### src/rtl/kws_argmax_decision_pkg.sv
// Shared types and defaults for the keyword-spotting decision stage.
// FSM encodings are fixed so other pipeline blocks can decode them.
package kws_argmax_decision_pkg;

  localparam int NUM_CLASSES_DEF    = 64;
  localparam int ACTIV_BITS_DEF     = 8;
  localparam int FILLER_CLASS_DEF   = 0;
  localparam int HOLDOFF_FRAMES_DEF = 8;

  typedef enum logic [1:0] {
    IDLE   = 2'd0,
    SCAN   = 2'd1,
    DECIDE = 2'd2
  } state_t;

  function automatic int cnt_w(input int n);
    return (n > 1) ? $clog2(n) : 1;
  endfunction

endpackage

### src/rtl/kws_argmax_decision_if.sv
// Frame-in / decision-out bundle of the argmax stage.
// master = upstream producer side, slave = decision stage.
interface kws_argmax_decision_if
  import kws_argmax_decision_pkg::*;
#(
  parameter int NUM_CLASSES = NUM_CLASSES_DEF,
  parameter int ACTIV_BITS  = ACTIV_BITS_DEF
);

  localparam int IDX_W = $clog2(NUM_CLASSES);

  logic [NUM_CLASSES*ACTIV_BITS-1:0] data_in;
  logic                              data_valid;
  logic [ACTIV_BITS-1:0]             threshold;
  logic                              busy;
  logic                              result_valid;
  logic [IDX_W-1:0]                  result_class;
  logic [ACTIV_BITS-1:0]             result_score;
  logic                              detect;
  logic                              frame_dropped;

  modport master (
    output data_in, data_valid, threshold,
    input  busy, result_valid, result_class,
    input  result_score, detect, frame_dropped
  );

  modport slave (
    input  data_in, data_valid, threshold,
    output busy, result_valid, result_class,
    output result_score, detect, frame_dropped
  );

endinterface

### src/rtl/kws_argmax_decision.sv
// Sequential argmax over one frame of class scores, with
// threshold detection and frame-counted detection holdoff.
module kws_argmax_decision
  import kws_argmax_decision_pkg::*;
#(
  parameter int NUM_CLASSES    = NUM_CLASSES_DEF,
  parameter int ACTIV_BITS     = ACTIV_BITS_DEF,
  parameter int FILLER_CLASS   = FILLER_CLASS_DEF,
  parameter int HOLDOFF_FRAMES = HOLDOFF_FRAMES_DEF
) (
  input logic                   clk,
  input logic                   rst_n,
  kws_argmax_decision_if.slave  bus
);

  localparam int IDX_W = $clog2(NUM_CLASSES);
  localparam int HO_W  = cnt_w(HOLDOFF_FRAMES + 1);
  localparam int FW    = NUM_CLASSES * ACTIV_BITS;

  localparam logic [IDX_W-1:0] LAST    = IDX_W'(NUM_CLASSES - 1);
  localparam logic [IDX_W-1:0] FILLER  = IDX_W'(FILLER_CLASS);
  localparam logic [HO_W-1:0]  HO_LOAD = HO_W'(HOLDOFF_FRAMES);

  state_t state, state_nxt;
  logic   accept, step, decide, drop, fire;

  logic [FW-1:0]         frame_reg;
  logic [ACTIV_BITS-1:0] thr_reg;
  logic [ACTIV_BITS-1:0] best;
  logic [ACTIV_BITS-1:0] cur;
  logic [IDX_W-1:0]      best_idx;
  logic [IDX_W-1:0]      idx;
  logic [HO_W-1:0]       holdoff;
  logic [ACTIV_BITS-1:0] scores [NUM_CLASSES];

  logic                  res_valid_q;
  logic [IDX_W-1:0]      res_class_q;
  logic [ACTIV_BITS-1:0] res_score_q;
  logic                  detect_q;
  logic                  dropped_q;

  always_comb begin
    for (int k = 0; k < NUM_CLASSES; k++)
      scores[k] = frame_reg[k*ACTIV_BITS +: ACTIV_BITS];
  end

  assign cur  = scores[idx];
  assign fire = (best >= thr_reg) &&
                (best_idx != FILLER) &&
                (holdoff == '0);

  always_ff @(posedge clk or negedge rst_n) begin
    if (!rst_n) state <= IDLE;
    else        state <= state_nxt;
  end

  always_comb begin
    state_nxt = state;
    accept    = 1'b0;
    step      = 1'b0;
    decide    = 1'b0;
    drop      = 1'b0;
    unique case (state)
      IDLE: begin
        if (bus.data_valid) begin
          accept    = 1'b1;
          state_nxt = SCAN;
        end
      end
      SCAN: begin
        step = 1'b1;
        drop = bus.data_valid;
        if (idx == LAST) state_nxt = DECIDE;
      end
      DECIDE: begin
        decide    = 1'b1;
        drop      = bus.data_valid;
        state_nxt = IDLE;
      end
      default: state_nxt = IDLE;
    endcase
  end

  always_ff @(posedge clk or negedge rst_n) begin
    if (!rst_n) begin
      frame_reg   <= '0;
      thr_reg     <= '0;
      best        <= '0;
      best_idx    <= '0;
      idx         <= '0;
      holdoff     <= '0;
      res_valid_q <= 1'b0;
      res_class_q <= '0;
      res_score_q <= '0;
      detect_q    <= 1'b0;
      dropped_q   <= 1'b0;
    end else begin
      res_valid_q <= decide;
      detect_q    <= decide && fire;
      dropped_q   <= drop;
      if (accept) begin
        frame_reg <= bus.data_in;
        thr_reg   <= bus.threshold;
        best      <= bus.data_in[ACTIV_BITS-1:0];
        best_idx  <= '0;
        idx       <= IDX_W'(1);
      end
      if (step) begin
        // strict compare keeps the lowest index on ties
        if (cur > best) begin
          best     <= cur;
          best_idx <= idx;
        end
        idx <= idx + IDX_W'(1);
      end
      if (decide) begin
        res_class_q <= best_idx;
        res_score_q <= best;
        if (fire)
          holdoff <= HO_LOAD;
        else if (holdoff != '0)
          holdoff <= holdoff - HO_W'(1);
      end
    end
  end

  assign bus.busy          = (state != IDLE);
  assign bus.result_valid  = res_valid_q;
  assign bus.result_class  = res_class_q;
  assign bus.result_score  = res_score_q;
  assign bus.detect        = detect_q;
  assign bus.frame_dropped = dropped_q;

endmodule
### src/flat_wrapper.sv
// flat-port wrapper written by rule: the top's interface ports become plain ports
module kws_argmax_decision_flat import kws_argmax_decision_pkg::*;
#(
  parameter int NUM_CLASSES    = NUM_CLASSES_DEF,
  parameter int ACTIV_BITS     = ACTIV_BITS_DEF,
  parameter int FILLER_CLASS   = FILLER_CLASS_DEF,
  parameter int HOLDOFF_FRAMES = HOLDOFF_FRAMES_DEF
)
  (clk, rst_n, bus_data_in, bus_data_valid, bus_threshold, bus_busy, bus_result_valid, bus_result_class, bus_result_score, bus_detect, bus_frame_dropped);
  kws_argmax_decision_if #(.NUM_CLASSES(NUM_CLASSES), .ACTIV_BITS(ACTIV_BITS)) bus_i ();
  input logic clk;
  input logic rst_n;
  input wire logic [$bits(bus_i.data_in)-1:0] bus_data_in;
  input wire logic [$bits(bus_i.data_valid)-1:0] bus_data_valid;
  input wire logic [$bits(bus_i.threshold)-1:0] bus_threshold;
  output wire logic [$bits(bus_i.busy)-1:0] bus_busy;
  output wire logic [$bits(bus_i.result_valid)-1:0] bus_result_valid;
  output wire logic [$bits(bus_i.result_class)-1:0] bus_result_class;
  output wire logic [$bits(bus_i.result_score)-1:0] bus_result_score;
  output wire logic [$bits(bus_i.detect)-1:0] bus_detect;
  output wire logic [$bits(bus_i.frame_dropped)-1:0] bus_frame_dropped;
  assign bus_i.data_in = bus_data_in;
  assign bus_i.data_valid = bus_data_valid;
  assign bus_i.threshold = bus_threshold;
  assign bus_busy = bus_i.busy;
  assign bus_result_valid = bus_i.result_valid;
  assign bus_result_class = bus_i.result_class;
  assign bus_result_score = bus_i.result_score;
  assign bus_detect = bus_i.detect;
  assign bus_frame_dropped = bus_i.frame_dropped;
  kws_argmax_decision #(.NUM_CLASSES(NUM_CLASSES), .ACTIV_BITS(ACTIV_BITS), .FILLER_CLASS(FILLER_CLASS), .HOLDOFF_FRAMES(HOLDOFF_FRAMES)) u_core (.clk(clk), .rst_n(rst_n), .bus(bus_i));
endmodule
### config.mk
export PLATFORM = sky130hd
export DESIGN_NAME = kws_argmax_decision_flat
export DESIGN_NICKNAME = d
export VERILOG_FILES = /design/src/rtl/kws_argmax_decision_pkg.sv /design/src/rtl/kws_argmax_decision_if.sv /design/src/rtl/kws_argmax_decision.sv /design/src/flat_wrapper.sv
export SDC_FILE = /design/constraint.sdc
export NUM_CORES = 1
export LEC_CHECK = 0
export ABC_AREA = 1
export CORE_AREA = 10 10 248 250
export CTS_BUF_LIST = sky130_fd_sc_hd__clkbuf_8
export DETAILED_ROUTE_END_ITERATION = 8
export DIE_AREA = 0 0 258 260
export GPL_ROUTABILITY_DRIVEN = 0
export PLACE_DENSITY = 0.83
export SETUP_SLACK_MARGIN = 0.02
export SLEW_MARGIN = 20
export SYNTH_ARGS = -nofsm -noshare
export SYNTH_HDL_FRONTEND = slang
export SYNTH_SLANG_ARGS = --single-unit
### constraint.sdc
create_clock -name clk -period 2.9 [get_ports clk]
set_clock_uncertainty 0.15 [all_clocks]
set_input_delay 0.435 -clock clk [delete_from_list [all_inputs] [get_ports clk]]
set_output_delay 0.435 -clock clk [all_outputs]
set_load 0.005 [all_outputs]
==> flow_metrics.env <==
export IMPL_grt_max_degree=154
export IMPL_drt_drc_violations_left=0
export IMPL_finalSetupViolations=14
export IMPL_synth_cells=3655
export IMPL_synth_cell_types=28
export IMPL_startpoint_type="flop"
export IMPL_rsz0062_at_grt="yes"
export IMPL_p_leak_nw=18.4
export IMPL_whs_ns=0.120
export IMPL_via_per_inst=5.35
export IMPL_peakVddDrop_mv=0.523
export IMPL_grt_antenna_before_repair=10
export IMPL_path_class="flop to flop"
export IMPL_grt_pass1_vias=27711
export IMPL_grt_pass1_wl_mm=152
export IMPL_final_util_pct=66.7
export IMPL_max_freq_mhz=298
export IMPL_vias=27129
export IMPL_synth_seq_area_share_pct=51.4
export IMPL_crit_fanout=17
export IMPL_hold_viol_final=0
export IMPL_max_stage_delay_ns=0.55
export IMPL_dpl_hpwl_mm=70.5
export IMPL_failed_checks="negative setup slack"
export IMPL_syn2layout_area_growth_pct=37.0
export IMPL_root_buffer="clkbuf_8"
export IMPL_initial_core_util_pct=48.7
export IMPL_postRouteAntennaNets=0
export IMPL_end_kind="flop"
export IMPL_routedWlPerCell_um=19.5
export IMPL_outcome="finished, violations left"
export IMPL_cts_sinks=563
export IMPL_dieWidth_um=258
export IMPL_clock_path_buffers=3
export IMPL_htree_levels=3
export IMPL_placementRows=87
export IMPL_drtIter0Drc=3011
export IMPL_cp_data_arrival_time_ns=3.76
export IMPL_critPathRequiredTime_ns=3.31
export IMPL_worstPathCellList="inv_8 -> buf_16 -> buf_4 -> nand2_1 -> nand3_1 -> nand3_1 -> nand3_1 -> nand2_2 -> nand2_1 -> nand2_2 -> inv_2 -> nand2_4 -> ha_4 -> nand4_1 -> buf_4 -> o21ai_4 -> nand2_4 -> inv_6 -> nand3_1 -> nand2_1 -> inv_1"
export IMPL_die_area_sq_mm=0.0671
export IMPL_slew_viol_final=0
export IMPL_port_buffers=540
export IMPL_core_area_sq_mm=0.0563
export IMPL_fin_crit_ns=3.35
export IMPL_fp_dieH_um=260
export IMPL_numCtsBuffers=93
export IMPL_largest_reg_flops=512
export IMPL_synth_net_count=4201
export IMPL_r2r_slack_ns=-0.45
export IMPL_ioPinCount=541
export IMPL_synth_seq_cells=563
export IMPL_clock_latency_ns=0.71
export IMPL_ys_warn_count=0
export IMPL_cpMostUsedCell="nand3_1"
export IMPL_finalWorstSetupSlack_ns=-0.455
export IMPL_period_share_pct=116
export IMPL_drive_above_1_share_pct=10.9
export IMPL_dr_pass1_iters=6
export IMPL_cts_tree="yes"
export IMPL_hold_path_class="input pin to flop"
export IMPL_nNetsFinal=4783
export IMPL_syn_area_per_cell_sq_um=7.50
export IMPL_critPathSlowestCell="dfrtp_4"
export IMPL_grt_use_total_pct=28.8
export IMPL_wl_mm=98.8
export IMPL_p_per_area_mw_per_mm2=1120
export IMPL_cap_violations=0
export IMPL_overflow=0
export IMPL_synth_area_sq_mm=0.0274
export IMPL_worstMarginPinSlew_ns=0.792
export IMPL_slew_headroom_pct=47.2
export IMPL_clk_pin_slew_worst_paths_ns=0.06
cell usage after synthesis:
master | instances | area, sq um
nand2_1 | 1357 | 5090
dfrtp_1 | 563 | 14100
inv_1 | 421 | 1580
o21ai_0 | 404 | 2020
nand3_1 | 379 | 1900
nor2_1 | 184 | 691
buf_2 | 125 | 626
clkbuf_1 | 80 | 300
o211ai_1 | 39 | 293
or2_2 | 24 | 150
ha_1 | 23 | 288
buf_6 | 12 | 135
a21oi_1 | 9 | 45.0
buf_4 | 9 | 67.6
buf_1 | 6 | 22.5
inv_2 | 4 | 15.0
a211oi_1 | 2 | 15.0
a21boi_0 | 2 | 15.0
a31oi_1 | 2 | 12.5
o22ai_1 | 2 | 12.5
clkinv_1 | 1 | 3.75
nand4_1 | 1 | 6.26
nor3_1 | 1 | 5.00
nor4_1 | 1 | 6.26
o21a_1 | 1 | 7.51
o21ai_1 | 1 | 5.00
o21bai_1 | 1 | 7.51
xor2_1 | 1 | 8.76
what timing repair did:
action,4_1_cts,5_1_grt
gates resized for setup,131,39
buffers inserted,18,4
pin swaps,39,22
endpoints found under the setup margin,14,14
endpoints found under the hold margin,56,0
gates cloned,5,2
hold buffers,1,0
per-stage QoR:
stage                     cells  cell area [sq um]  TNS, ns  power (mW)  worst slack (ns)
after floorplan            3655              27400        0        24.5            0.0285
after global placement     4869              34300    -5.33        30.8            -0.428
after detailed placement   4869              34300    -6.51        31.5            -0.485
after CTS                  5059              37300    -3.66        41.1            -0.285
after global routing       5069              37600    -7.15        45.0            -0.562
final                      5071              37600    -5.38        42.1            -0.455
final timing paths:
check / startpoint / to / cells after the start
min: bus_data_in[114] / u_core.frame_reg[114]$_DFFE_PN0P_ / 3
min reg2reg: u_core.bus.result_class[5]$_DFFE_PN0P_ / u_core.bus.result_class[5]$_DFFE_PN0P_ / 2
max in group asynchronous: rst_n / u_core.frame_reg[216]$_DFFE_PN0P_ / 3
max: u_core.idx[0]$_DFFE_PN0P_ / u_core.best[5]$_DFF_PN0_ / 21
min in group asynchronous: rst_n / u_core.frame_reg[428]$_DFFE_PN0P_ / 2
max reg2reg: u_core.idx[0]$_DFFE_PN0P_ / u_core.best[5]$_DFF_PN0_ / 21
cell type report:
cell class              instances  area [sq um]
clock buffers                 122          1680
fillers                      4369         18700
clock inverters                45           399
well taps                     756           946
diodes                          6          15.0
inverters                     426          1630
repair buffers                719          7560
multi-input cells            2434         11200
flip-flops and latches        563         14100
layer usage:
metal,global-route usage (%),up-vias,share of wire (%)
met5,0,-,0.067
met2,47.7,1534,48
li1,-,12532,-
met3,7.42,336,9.2
met1,34.8,12717,38
met4,13.3,10,4.8
placed cells by master, fill, tap and decap left out, drive strengths merged, types with 39 or more instances in the layout:
| master | Yosys | final |
|---|---|---|
| o21ai | 405 | 405 |
| nand2 | 1357 | 1357 |
| clkdlybuf4s50 | 0 | 539 |
| nor2 | 184 | 184 |
| o211ai | 39 | 39 |
| dfrtp | 563 | 563 |
| clkbuf | 80 | 124 |
| buf | 152 | 174 |
| inv | 425 | 455 |
| nand3 | 379 | 379 |
where the power goes:
part           internal, mW  total, mW  switching, mW
registers              11.6       13.2           1.55
clock network          4.40       7.72           3.32
logic                  8.38       21.2           12.8
total                  24.4       42.1           17.7
kinds of logic (layout without fill, tap and decap cells):
group	count (synthesis)	in the layout	synth area share, %
AOI/OAI and AO/OA	463	463	8.88
xor gates and xnor gates	1	1	0.0319
adders and majority gates	23	23	1.05
buffers and inverters	658	1312	10.0
DFF	563	563	51.4
other	0	6	0
and+or+nand+nor	1947	1947	28.6
critical path: cells and delay by family (launching register included):
| family | cells | cell delay [ns] |
|---|---|---|
| flip-flops | 1 | 0.55 |
| AO/OA/AOI/OAI | 1 | 0.17 |
| AND/OR/NAND/NOR | 12 | 1.16 |
| buffers and inverters | 7 | 0.93 |
| adder cells (fa/ha/maj) | 1 | 0.27 |
Power figures use the tool's default switching activity.
